===== src/rtl/uart_pkg.sv =====
// Shared definitions for the UART transmit feeder: byte width and sequencer state encoding.
// No logic here; imported by the FIFO and the sequencer.
// Neither latency nor backpressure applies to this file.
package uart_pkg;

  localparam int BYTE_W = 8;

  typedef enum logic [1:0] {
    IDLE       = 2'b00,
    SEND       = 2'b01,
    WAIT_START = 2'b10,
    WAIT_DONE  = 2'b11
  } seq_state_t;

endpackage


===== src/rtl/sync_fifo.sv =====
// Circular byte buffer with occupancy level; the head entry is visible combinationally on rd_data.
// Latency: a push is visible at the head one clock later; a pop advances the head on the same edge.
// Backpressure: a push while full is dropped with pointers untouched, even if a pop happens that cycle.
module sync_fifo
  import uart_pkg::*;
#(
  parameter int DEPTH = 16,
  parameter int W     = BYTE_W
) (
  input  logic                     clk,
  input  logic                     rst_n,
  input  logic [W-1:0]             wr_data,
  input  logic                     wr_en,
  input  logic                     rd_en,
  output logic [W-1:0]             rd_data,
  output logic                     full,
  output logic                     empty,
  output logic [$clog2(DEPTH):0]   level
);

  localparam int AW = $clog2(DEPTH);
  localparam logic [AW:0] FULL_LVL = (AW+1)'(DEPTH);

  logic [W-1:0]  mem [DEPTH];
  logic [AW-1:0] wr_ptr;
  logic [AW-1:0] rd_ptr;
  logic          push_ok;
  logic          pop_ok;

  assign full    = (level == FULL_LVL);
  assign empty   = (level == '0);
  assign push_ok = wr_en && !full;
  assign pop_ok  = rd_en && !empty;
  assign rd_data = mem[rd_ptr];

  // Storage is left unreset; only the pointers and level define valid contents.
  always_ff @(posedge clk) begin
    if (push_ok) mem[wr_ptr] <= wr_data;
  end

  always_ff @(posedge clk) begin
    if (!rst_n) begin
      wr_ptr <= '0;
      rd_ptr <= '0;
      level  <= '0;
    end else begin
      if (push_ok) wr_ptr <= wr_ptr + 1'b1;
      if (pop_ok)  rd_ptr <= rd_ptr + 1'b1;
      case ({push_ok, pop_ok})
        2'b10:   level <= level + 1'b1;
        2'b01:   level <= level - 1'b1;
        default: level <= level;
      endcase
    end
  end

endmodule


===== src/rtl/uart_tx_feeder.sv =====
// Byte FIFO plus send sequencer feeding a UART, paced by its TiP flag; UART_TX_FEEDER_STATS_EN adds drop/retry counters.
// Latency: a byte pushed into an idle, empty feeder produces tx_send in the cycle after the next edge.
// Backpressure: pushes while full are dropped; sends wait for tx_tip low and are re-issued if TiP never rises.
module uart_tx_feeder
  import uart_pkg::*;
#(
  parameter int DEPTH         = 16,
  parameter int START_TIMEOUT = 15
) (
  input  logic                     clk,
  input  logic                     rst_n,
  input  logic [7:0]               wr_data,
  input  logic                     wr_en,
  output logic                     full,
  output logic                     empty,
  output logic [$clog2(DEPTH):0]   level,
  input  logic                     tx_tip,
  output logic [7:0]               tx_data,
  output logic                     tx_send,
  output logic                     busy
`ifdef UART_TX_FEEDER_STATS_EN
  ,
  output logic [15:0]              drop_cnt,
  output logic [7:0]               retry_cnt
`endif
);

  localparam int CW = $clog2(START_TIMEOUT + 1);
  localparam logic [CW-1:0] TO_LAST = CW'(START_TIMEOUT - 1);

  seq_state_t    state;
  seq_state_t    state_nxt;
  logic [CW-1:0] cnt;
  logic [CW-1:0] cnt_nxt;
  logic [7:0]    tx_data_nxt;
  logic [7:0]    head;
  logic          pop;

  sync_fifo #(
    .DEPTH (DEPTH),
    .W     (BYTE_W)
  ) u_fifo (
    .clk     (clk),
    .rst_n   (rst_n),
    .wr_data (wr_data),
    .wr_en   (wr_en),
    .rd_en   (pop),
    .rd_data (head),
    .full    (full),
    .empty   (empty),
    .level   (level)
  );

  always_ff @(posedge clk) begin
    if (!rst_n) begin
      state   <= IDLE;
      cnt     <= '0;
      tx_data <= 8'h00;
    end else begin
      state   <= state_nxt;
      cnt     <= cnt_nxt;
      tx_data <= tx_data_nxt;
    end
  end

  // WAIT_START lasts START_TIMEOUT cycles before the same byte is re-sent.
  always_comb begin
    state_nxt   = state;
    cnt_nxt     = cnt;
    tx_data_nxt = tx_data;
    pop         = 1'b0;
    case (state)
      IDLE: begin
        if (!empty && !tx_tip) begin
          tx_data_nxt = head;
          pop         = 1'b1;
          state_nxt   = SEND;
        end
      end
      SEND: begin
        state_nxt = WAIT_START;
        cnt_nxt   = '0;
      end
      WAIT_START: begin
        if (tx_tip)              state_nxt = WAIT_DONE;
        else if (cnt == TO_LAST) state_nxt = SEND;
        else                     cnt_nxt   = cnt + 1'b1;
      end
      WAIT_DONE: begin
        if (!tx_tip) state_nxt = IDLE;
      end
      default: state_nxt = IDLE;
    endcase
  end

  assign tx_send = (state == SEND);
  assign busy    = (state != IDLE);

`ifdef UART_TX_FEEDER_STATS_EN
  logic drop;
  logic retry;

  assign drop  = wr_en && full;
  assign retry = (state == WAIT_START) && !tx_tip && (cnt == TO_LAST);

  always_ff @(posedge clk) begin
    if (!rst_n) begin
      drop_cnt  <= '0;
      retry_cnt <= '0;
    end else begin
      if (drop && (drop_cnt != 16'hFFFF))  drop_cnt  <= drop_cnt + 1'b1;
      if (retry && (retry_cnt != 8'hFF))   retry_cnt <= retry_cnt + 1'b1;
    end
  end
`endif

endmodule


===== config.mk =====
export PLATFORM = sky130hd
export DESIGN_NAME = uart_tx_feeder
export DESIGN_NICKNAME = d
export VERILOG_FILES = /design/src/rtl/uart_pkg.sv /design/src/rtl/sync_fifo.sv /design/src/rtl/uart_tx_feeder.sv
export SDC_FILE = /design/constraint.sdc
export NUM_CORES = 1
export LEC_CHECK = 0
export ABC_AREA = 1
export CORE_MARGIN = 5
export CORE_UTILIZATION = 40
export DETAILED_ROUTE_END_ITERATION = 7
export SETUP_SLACK_MARGIN = 0.1
export SLEW_MARGIN = 20
export SYNTH_ARGS = -nofsm -noshare
export SYNTH_HDL_FRONTEND = slang
export SYNTH_SLANG_ARGS = --single-unit

===== constraint.sdc =====
create_clock -name clk -period 3.14 [get_ports clk]
set_clock_uncertainty 0.15 [all_clocks]
set_input_delay 0.628 -clock clk [delete_from_list [all_inputs] [get_ports clk]]
set_output_delay 0.628 -clock clk [all_outputs]
set_load 0.01 [all_outputs]

Word-level counts from Yosys, hierarchy flattened --
Memories as Yosys holds them, arrays and structs flattened. A register that Yosys moved wholly into a read port is not among the register bits. Cells that the tools add are included.
Word-level totals: memories kept 1, RAM bits 128, flip-flop bits (word level) 19, output and inout port bits 17, input port bits 12, logic and storage cells 51
Cells by class: mux-type cells 13, $add $sub $neg 5, reduce and logical (&&, ||, !) cells 15, equal/unequal tests 12
Memories:
- u_fifo.mem | words 16, bits a word 8, rd ports 1, clocked after memory_dff 1, wr ports 1, line sync_fifo.sv:24 | logic [W-1:0] mem [DEPTH];
Operators by type and width (number):
- 4-bit by 1-bit adder with 4-bit output (second input constant) | 3
- 5-bit one-hot mux with 2 select lines | 1
- 2-bit two-way mux | 4
- 4-bit two-way mux | 2
- 2-bit inequality test (second input constant) | 4
- 2-bit one-hot mux with 4 select lines | 1
- 4-bit one-hot mux with 2 select lines | 1
- 2-bit == test (second input constant) | 3
- 3-bit AND reduction | 2
- 2-bit nonzero test | 3
- 5-bit by 1-bit adder with 5-bit output (second input constant) | 1
- 5-bit == test (second input constant) | 1
- 5-bit zero test | 1
- 5-bit by 1-bit subtractor with 5-bit output (second input constant) | 1
- 2-bit by 1-bit == test with 1-bit output (second input constant) | 2
- 4-bit == test (second input constant) | 1
- 1-bit zero test | 4
- 1-bit two-way mux | 4
- 1-bit logical AND | 3
- 3-bit inequality test (second input constant) | 1
- 2-bit zero test | 1
- 2-bit AND reduction | 1

Depth between registers and ports, before layout --
Gate-level depths: netlist of run 1.
depth in word-level cells 8, depth in mapped cells 16, depth with buffers taken out 15

By module --
A second synthesis of run 1 with hierarchy kept.
Second synthesis, totals: cell total of the unflattened synthesis 576, area total of the unflattened synthesis 6779.0 sq um
Modules (own cells, without submodules):
- sync_fifo | cells each 478, times used 1, area an instance 6098.3 sq um
- uart_tx_feeder | cells each 98, times used 1, area an instance 680.7 sq um

Least setup slack after synthesis of run 1 --
OpenSTA, ideal clock, no wires.
path kind in2reg, start input port tx_tip, end register u_fifo.level[4], data arrival time 2.305 ns, required time 2.919 ns, setup slack 0.614 ns, stages 14, cell sequence inv_1 nand2_2 nor2_8 buf_6 ha_1 inv_1 fa_1 inv_1 nand2_1 a21boi_0 o21bai_1 nand2_1 nand2_1 a21oi_1
Between the ends: cells in the longest elaborated chain, start to end 7, elaborated cells between the ends (all ways) 9, those cells by class eq/ne (2); mux (3); reduce/logical (4)
Ends and longest elaborated chain:
- from (decl) | line uart_tx_feeder.sv:17 | input logic tx_tip,
- 1-bit zero test (*)
- 1-bit logical AND (*) | line uart_tx_feeder.sv:74 | if (!empty && !tx_tip) begin
- 1-bit two-way mux (*) | line uart_tx_feeder.sv:74
- 1-bit two-way mux (*) | line uart_tx_feeder.sv:72 | case (state)
- 1-bit logical AND (*) | line sync_fifo.sv:33 | assign pop_ok = rd_en && !empty;
- named net u_fifo.pop_ok | line sync_fifo.sv:28 | logic pop_ok;
- 2-bit by 1-bit == test with 1-bit output / 2-bit == test (equally long branches) | line sync_fifo.sv:49 | case ({push_ok, pop_ok})
- 5-bit one-hot mux with 2 select lines / 2-bit nonzero test (equally long branches)
- to (signal assigned) | line sync_fifo.sv:50 | 2'b10: level <= level + 1'b1;
- to (signal assigned) | line sync_fifo.sv:51 | 2'b01: level <= level - 1'b1;
- to (signal assigned) | line sync_fifo.sv:52 | default: level <= level;
- to (decl) | line sync_fifo.sv:18 | output logic [$clog2(DEPTH):0] level
The timed path passes the listed nets; every way through them passes the cells marked *. A chain may end at the register's enable or synchronous reset.

Final worst setup path of run 1 --
start input port tx_tip, end register u_fifo.level[4]
Between the ends: cells in the longest elaborated chain, start to end 7, elaborated cells between the ends (all ways) 9, those cells by class eq/ne (2); mux (3); reduce/logical (4)
Ends and longest elaborated chain (line):
- 1-bit zero test (*)
- 1-bit logical AND (*) | uart_tx_feeder.sv:74
- 1-bit two-way mux (*) | uart_tx_feeder.sv:74
- 1-bit two-way mux (*) | uart_tx_feeder.sv:72
- 1-bit logical AND (*) | sync_fifo.sv:33
- 2-bit by 1-bit == test with 1-bit output / 2-bit == test (equally long branches) | sync_fifo.sv:49
- 5-bit one-hot mux with 2 select lines / 2-bit nonzero test (equally long branches)
Mark *: on every way between the ends. The rest lies on a longest branch, timed or not.

==> metrics, run 1 <==
outcome=finished clean; clock slew at reported path FFs=0.06 ns; crit start category=primary input; Reg2Reg Depth=14; Required @ worst endpoint=3.34 ns; I/O Pins=29; Post-Place Worst Slack=0.162 ns; Routed WL=15700 um; Max Fclk=0.393 GHz; power density cells=808 nW/um^2; Hold Crit Start=cnt[3]$_SDFFE_PN0P_; global-route wire length before repair=24800 um; Cell Rows=48; share of post-route cells with drive strength above 1=7.46%; Die H=141 um; YS warnings=0; non-filler cells in the finished layout=962; Post CTS Setup Buffer Count=0; DR pass1 iterations=6; Starting Density=40.3%; WHS Path Cells=2; max incr delay on CP=0.42 ns; Pleak=3.31 nW; kind of critical path=in -> reg; Total GRT Usage=16.4%; CTS sink cnt=155; Post-DP HPWL=10700 um; # fillers=1561; area grow syn2layout=15.6%; worst slew pin tran=0.966 ns; Worst slew margin=35.2%; Tmin final=2.54 ns; placed cell count=930; H-Tree Level Count=4; placed cell areas=7360 um^2; Worst Setup End Kind=register; DRT antenna net count=0; DRC viols=0; area of the core=17100 um^2; unrepaired setup endpoints after global routing=false; Max-Cap Viols=0; CTS tree=done; diodes inserted=0; PostCTS Resize Cnt=0; setup TNS=0 ns; CTS root buffer=clkbuf_16; Setup Viol. Count Final=0; Synth Register Bits=155; Critical Path Source=tx_tip; Final Util=46.5%; Seq/Total Area, Yosys=63.6%; initial antenna violation count=0; Mapped Nets=718; average size of a mapped cell=9.94 um^2; Worst-Skew Late Latency=0.42 ns; fin. max-slew vios=0; routed vias/inst=4.98; Final Cycle Share=81.0%; Final Hold Violating Endpoints=0; placer's final routability congestion estimate=0.882; vias in the first global route=4642; maximum VDD drop=405 uV; Worst Hold Slack=0.379 ns; Post-Synthesis Cells=694; CP max stage cell=clkdlybuf4s50_1; final std cell area, no fill=7970 um^2; Clock Path Buffers=2; Initial DRC Count=415; Crit path arrival time=2.74 ns; Final WS setup=0.596 ns; crit-path max FO=5; Port-buffer cells=28; Post-Syn Area=6900 um^2; grt ovf=0; r2r startpoint=u_fifo.level[4]$_SDFFE_PN0P_; Hold Buf Count CTS=0; via count=4790; largest net degree at the start of global routing=67; Die ar.=20000 um^2; Synth top area share=55.7%; CTS Buf Count=17; fin nets=748; crit-path cells=clkdlybuf4s50_1, inv_1, nand2_2, nor2_8, ha_1, inv_1, fa_1, inv_1, nand2_1, a21boi_0, o21bai_1, nand2_1, nand2_1, a21oi_1; wire length per cell=16.3 um; Hold WC Path Type=reg -> reg; Die Wd=141 um; Tot Pwr=6.44 mW; ranking of synthesized cells by area=edfxtp_1 56%, nand2_1 12%, dfxtp_1 7.8%, nand3_1 7.1%, inv_1 5.2%; cell taking the most area after synthesis=edfxtp_1; Synth cell types=31
-- worst paths after layout --
check / endpoint / slack [ns]
hold / removal: cnt[3]$_SDFFE_PN0P_ / 0.38
hold reg to reg: cnt[3]$_SDFFE_PN0P_ / 0.38
setup / recovery: u_fifo.level[4]$_SDFFE_PN0P_ / 0.60
setup reg to reg: u_fifo.level[4]$_SDFFE_PN0P_ / 0.72
-- worst max-delay path, delay by kind of cell --
family | cells | cell delay, ns
fa+ha+maj | 2 | 0.67
simple gates | 5 | 0.37
compound gates | 3 | 0.34
buf+inv | 4 | 0.72
-- synth_stat cells (all sizes together) --
cell type	n
a21boi	1
xnor2	2
o21ai	8
nor4	1
buf	23
nor2	23
ha	11
a21oi	18
fa	1
o21bai	1
edfxtp	128
nand4	3
nor3b	1
clkbuf	5
nand3	98
o21a	8
a311oi	1
or2	1
inv	99
nand2	226
a211oi	1
xor2	6
dfxtp	27
clkinv	1
-- sequential cells by signal (all words and copies together), names as in the netlist --
signal,flops
u_fifo.wr_ptr,4
u_fifo.mem,128
state,2
u_fifo.rd_ptr,4
cnt,4
u_fifo.level,5
tx_data,8
-- layout make-up --
class	count	area [um^2]	area share [%]
clock buffer	17	425	5.34
clock inverter	15	186	2.34
inverter	100	375	4.71
multi-input combinational	411	1950	24.5
sequential	155	4390	55.0
tap	225	282	3.53
timing repair buffer	39	363	4.55
-- power by group --
group | leakage (nW) | switching, mW | total [mW] | internal, mW
clock | 0.288 | 0.834 | 2.10 | 1.26
sequential | 1.38 | 0.0893 | 2.46 | 2.37
combinational | 1.65 | 1.24 | 1.88 | 0.641
-- cell families (layout without fill, tap and decap cells) --
family / count (synthesis) / after routing / synth area share, %
and+or+nand+nor: 353 / 353 / 21.8
buffers and inverters: 128 / 171 / 8.13
xor gates and xnor gates: 8 / 8 / 1.02
adders and majority gates: 12 / 12 / 2.29
AOI/OAI and AO/OA: 38 / 38 / 3.21
DFF: 155 / 155 / 63.6
-- cell usage in the layout (no fill, tap or decap), drive strengths merged, types with 6 or more instances in the layout --
cell           synthesis  final
o21a                   8      8
dfxtp                 27     27
edfxtp               128    128
inv                   99    104
a21oi                 18     18
nand3                 98     98
nor2                  23     23
buf                   23     11
o21ai                  8      8
clkbuf                 5     17
clkdlybuf4s50          0     28
xor2                   6      6
nand2                226    226
ha                    11     11
-- per-layer routing --
layer	part of all wire [%]	wire length [um]	up-vias	GRT usage, %
met5	0	0	-	0
met4	1.8	284	0	6.07
met3	6.4	1010	23	3.57
met2	50	7810	145	27.7
met1	42	6600	2296	20.9
li1	-	-	2326	-
Power figures use the tool's default switching activity.
==> inputs of run 2 (changes only) <==
- clock period: 3.14 -> 2.7 ns (I/O delays scaled with it)
==> run 2 against run 1 <==
Register-to-register slack worse by 0.40 ns. Clock power about the same. Final area up 0.57%. Non-clock buffer count grew 17. Routed wire length shrank 3.8%. Count of clock-buffer cells in the layout rose by 3. Combinational power rose by 15%. Via count down 1.6%. Sequential power increased by 16%. Sequential share of layout area fell by 0.31 points. Largest cell class unchanged. Largest power group unchanged.
==> metrics, run 2 (synthesis gave the netlist of run 1 again) <==
Worst Setup End Kind=output pin; Die ar.=20000 um^2; Final Hold Violating Endpoints=0; global-route wire length before repair=24400 um; CTS Buf Count=17; largest net degree at the start of global routing=67; Hold Crit Start=u_fifo.wr_ptr[3]$_SDFFE_PN0P_; Top cell by count, worst path=inv_1; Tmin final=2.39 ns; Total GRT Usage=15.9%; power density cells=891 nW/um^2; Worst Path Buf+Inv=3; Die H=141 um; Die Wd=141 um; Post-DP HPWL=9620 um; hold path endpoint=u_fifo.wr_ptr[3]$_SDFFE_PN0P_; Starting Density=40.3%; Final Cycle Share=88.4%; area of the core=17100 um^2; Crit path arrival time=1.70 ns; setup TNS=0 ns; unrepaired setup endpoints after global routing=false; non-filler cells in the finished layout=978; wire length per cell=15.4 um; r2r startpoint=u_fifo.level[1]$_SDFFE_PN0P_; placer's final routability congestion estimate=0.801; crit-path max FO=4; via count=4711; outcome=finished clean; max reg flops=128; most frequent cells in the layout=224 x nand2_1, 128 x edfxtp_1, 98 x nand3_1; share of post-route cells with drive strength above 1=8.50%; WHS Path Cells=2; CP max stage cell=clkdlybuf4s50_1; DR pass1 iterations=5; vias in the first global route=4644; Worst R2R End=u_fifo.level[4]$_SDFFE_PN0P_; diodes inserted=0; initial antenna violation count=0; Setup Viol. Count Final=0; Clock Path Buffers=2; Top Registers=u_fifo.mem x128, tx_data x8, u_fifo.level x5; Port-buffer cells=28; Max-Cap Viols=0; Tot Pwr=7.14 mW; placed cell areas=7500 um^2; Post-Place Worst Slack=-0.0887 ns; maximum VDD drop=502 uV; Routed WL=15100 um; Pleak=3.37 nW; Reg2Reg Depth=14; Initial DRC Count=335; Cell Rows=48; area grow syn2layout=16.2%; max incr delay on CP=0.53 ns; Largest Register=u_fifo.mem; fin nets=765; Hold WC Path Type=reg -> reg; FF-to-FF setup slack=0.32 ns; H-Tree Level Count=4; CTS root buffer=clkbuf_16; final std cell area, no fill=8010 um^2; Worst-Skew Late Latency=0.42 ns; clock slew at reported path FFs=0.05 ns; routed vias/inst=4.82; CTS sink cnt=155; Worst slew margin=50.7%; critical path's top delay family=buffers and inverters; grt ovf=0; DRT antenna net count=0; crit-path cells=inv_1, nand4_2, inv_1, clkdlybuf4s50_1; I/O Pins=29; Final WS setup=0.312 ns; Max Fclk=0.419 GHz; CTS tree=done; DRC viols=0; kind of critical path=reg -> out; fin. max-slew vios=0; placed cell count=947; crit start category=register; worst slew pin tran=0.739 ns; Required @ worst endpoint=2.01 ns; commonest non-fill, non-tap cell in the layout=nand2_1
run 2: worst max path at each step:
stage,cells after the start,to,start
floorplan,14,u_fifo.level[4]$_SDFFE_PN0P_,tx_tip
global placement,14,u_fifo.level[4]$_SDFFE_PN0P_,tx_tip
detailed placement,14,u_fifo.level[4]$_SDFFE_PN0P_,tx_tip
CTS,14,u_fifo.level[4]$_SDFFE_PN0P_,u_fifo.level[1]$_SDFFE_PN0P_
global route,14,u_fifo.level[4]$_SDFFE_PN0P_,u_fifo.level[1]$_SDFFE_PN0P_
finish,4,empty,u_fifo.level[1]$_SDFFE_PN0P_
run 2: layout make-up:
cell class	count	area, um^2
repair buffers	56	503
multi-input cells	411	1950
inverters	100	375
clock buffers	20	437
well taps	225	282
clock inverters	11	80.1
flip-flops and latches	155	4390
fillers	1546	9100
run 2: metal layers:
layer	GRT usage [%]	part of all wire, %	up-vias
li1	-	-	2358
met1	20.3	45	2224
met2	26.6	49	107
met3	4.25	4.2	22
met4	5.15	1.9	0
met5	0	0	-
run 2: report_power, final:
group          switching [mW]  internal (mW)
Clock                   0.869           1.24
Sequential              0.108           2.75
Combinational            1.38          0.792
Total                    2.36           4.78
run 2: what timing repair did:
action,in CTS,in global routing
buffers inserted,0,0
hold buffers,0,0
setup endpoints to repair,0,1
endpoints found under the hold margin,0,0
resized for setup,0,1
run 2: stage by stage:
stage | hold slack (ns) | utilization [%]
finish | 0.362 | 46.8
global placement | 0.351 | 43.8
floorplan | 0.321 | -
global route | 0.405 | 46.8
CTS | 0.361 | 46.8
detailed placement | 0.349 | 43.8
run 2: worst reg2reg max path: stages, from the launching register on:
cell	delay, ns
dfxtp_1	0.39
inv_1	0.12
nand4_2	0.16
nand2_2	0.10
nor2_8	0.10
ha_1	0.21
inv_1	0.07
fa_1	0.40
inv_1	0.07
nand2_1	0.06
a21boi_1	0.18
o21bai_1	0.09
nand2_1	0.06
nand2_1	0.04
a21oi_1	0.11
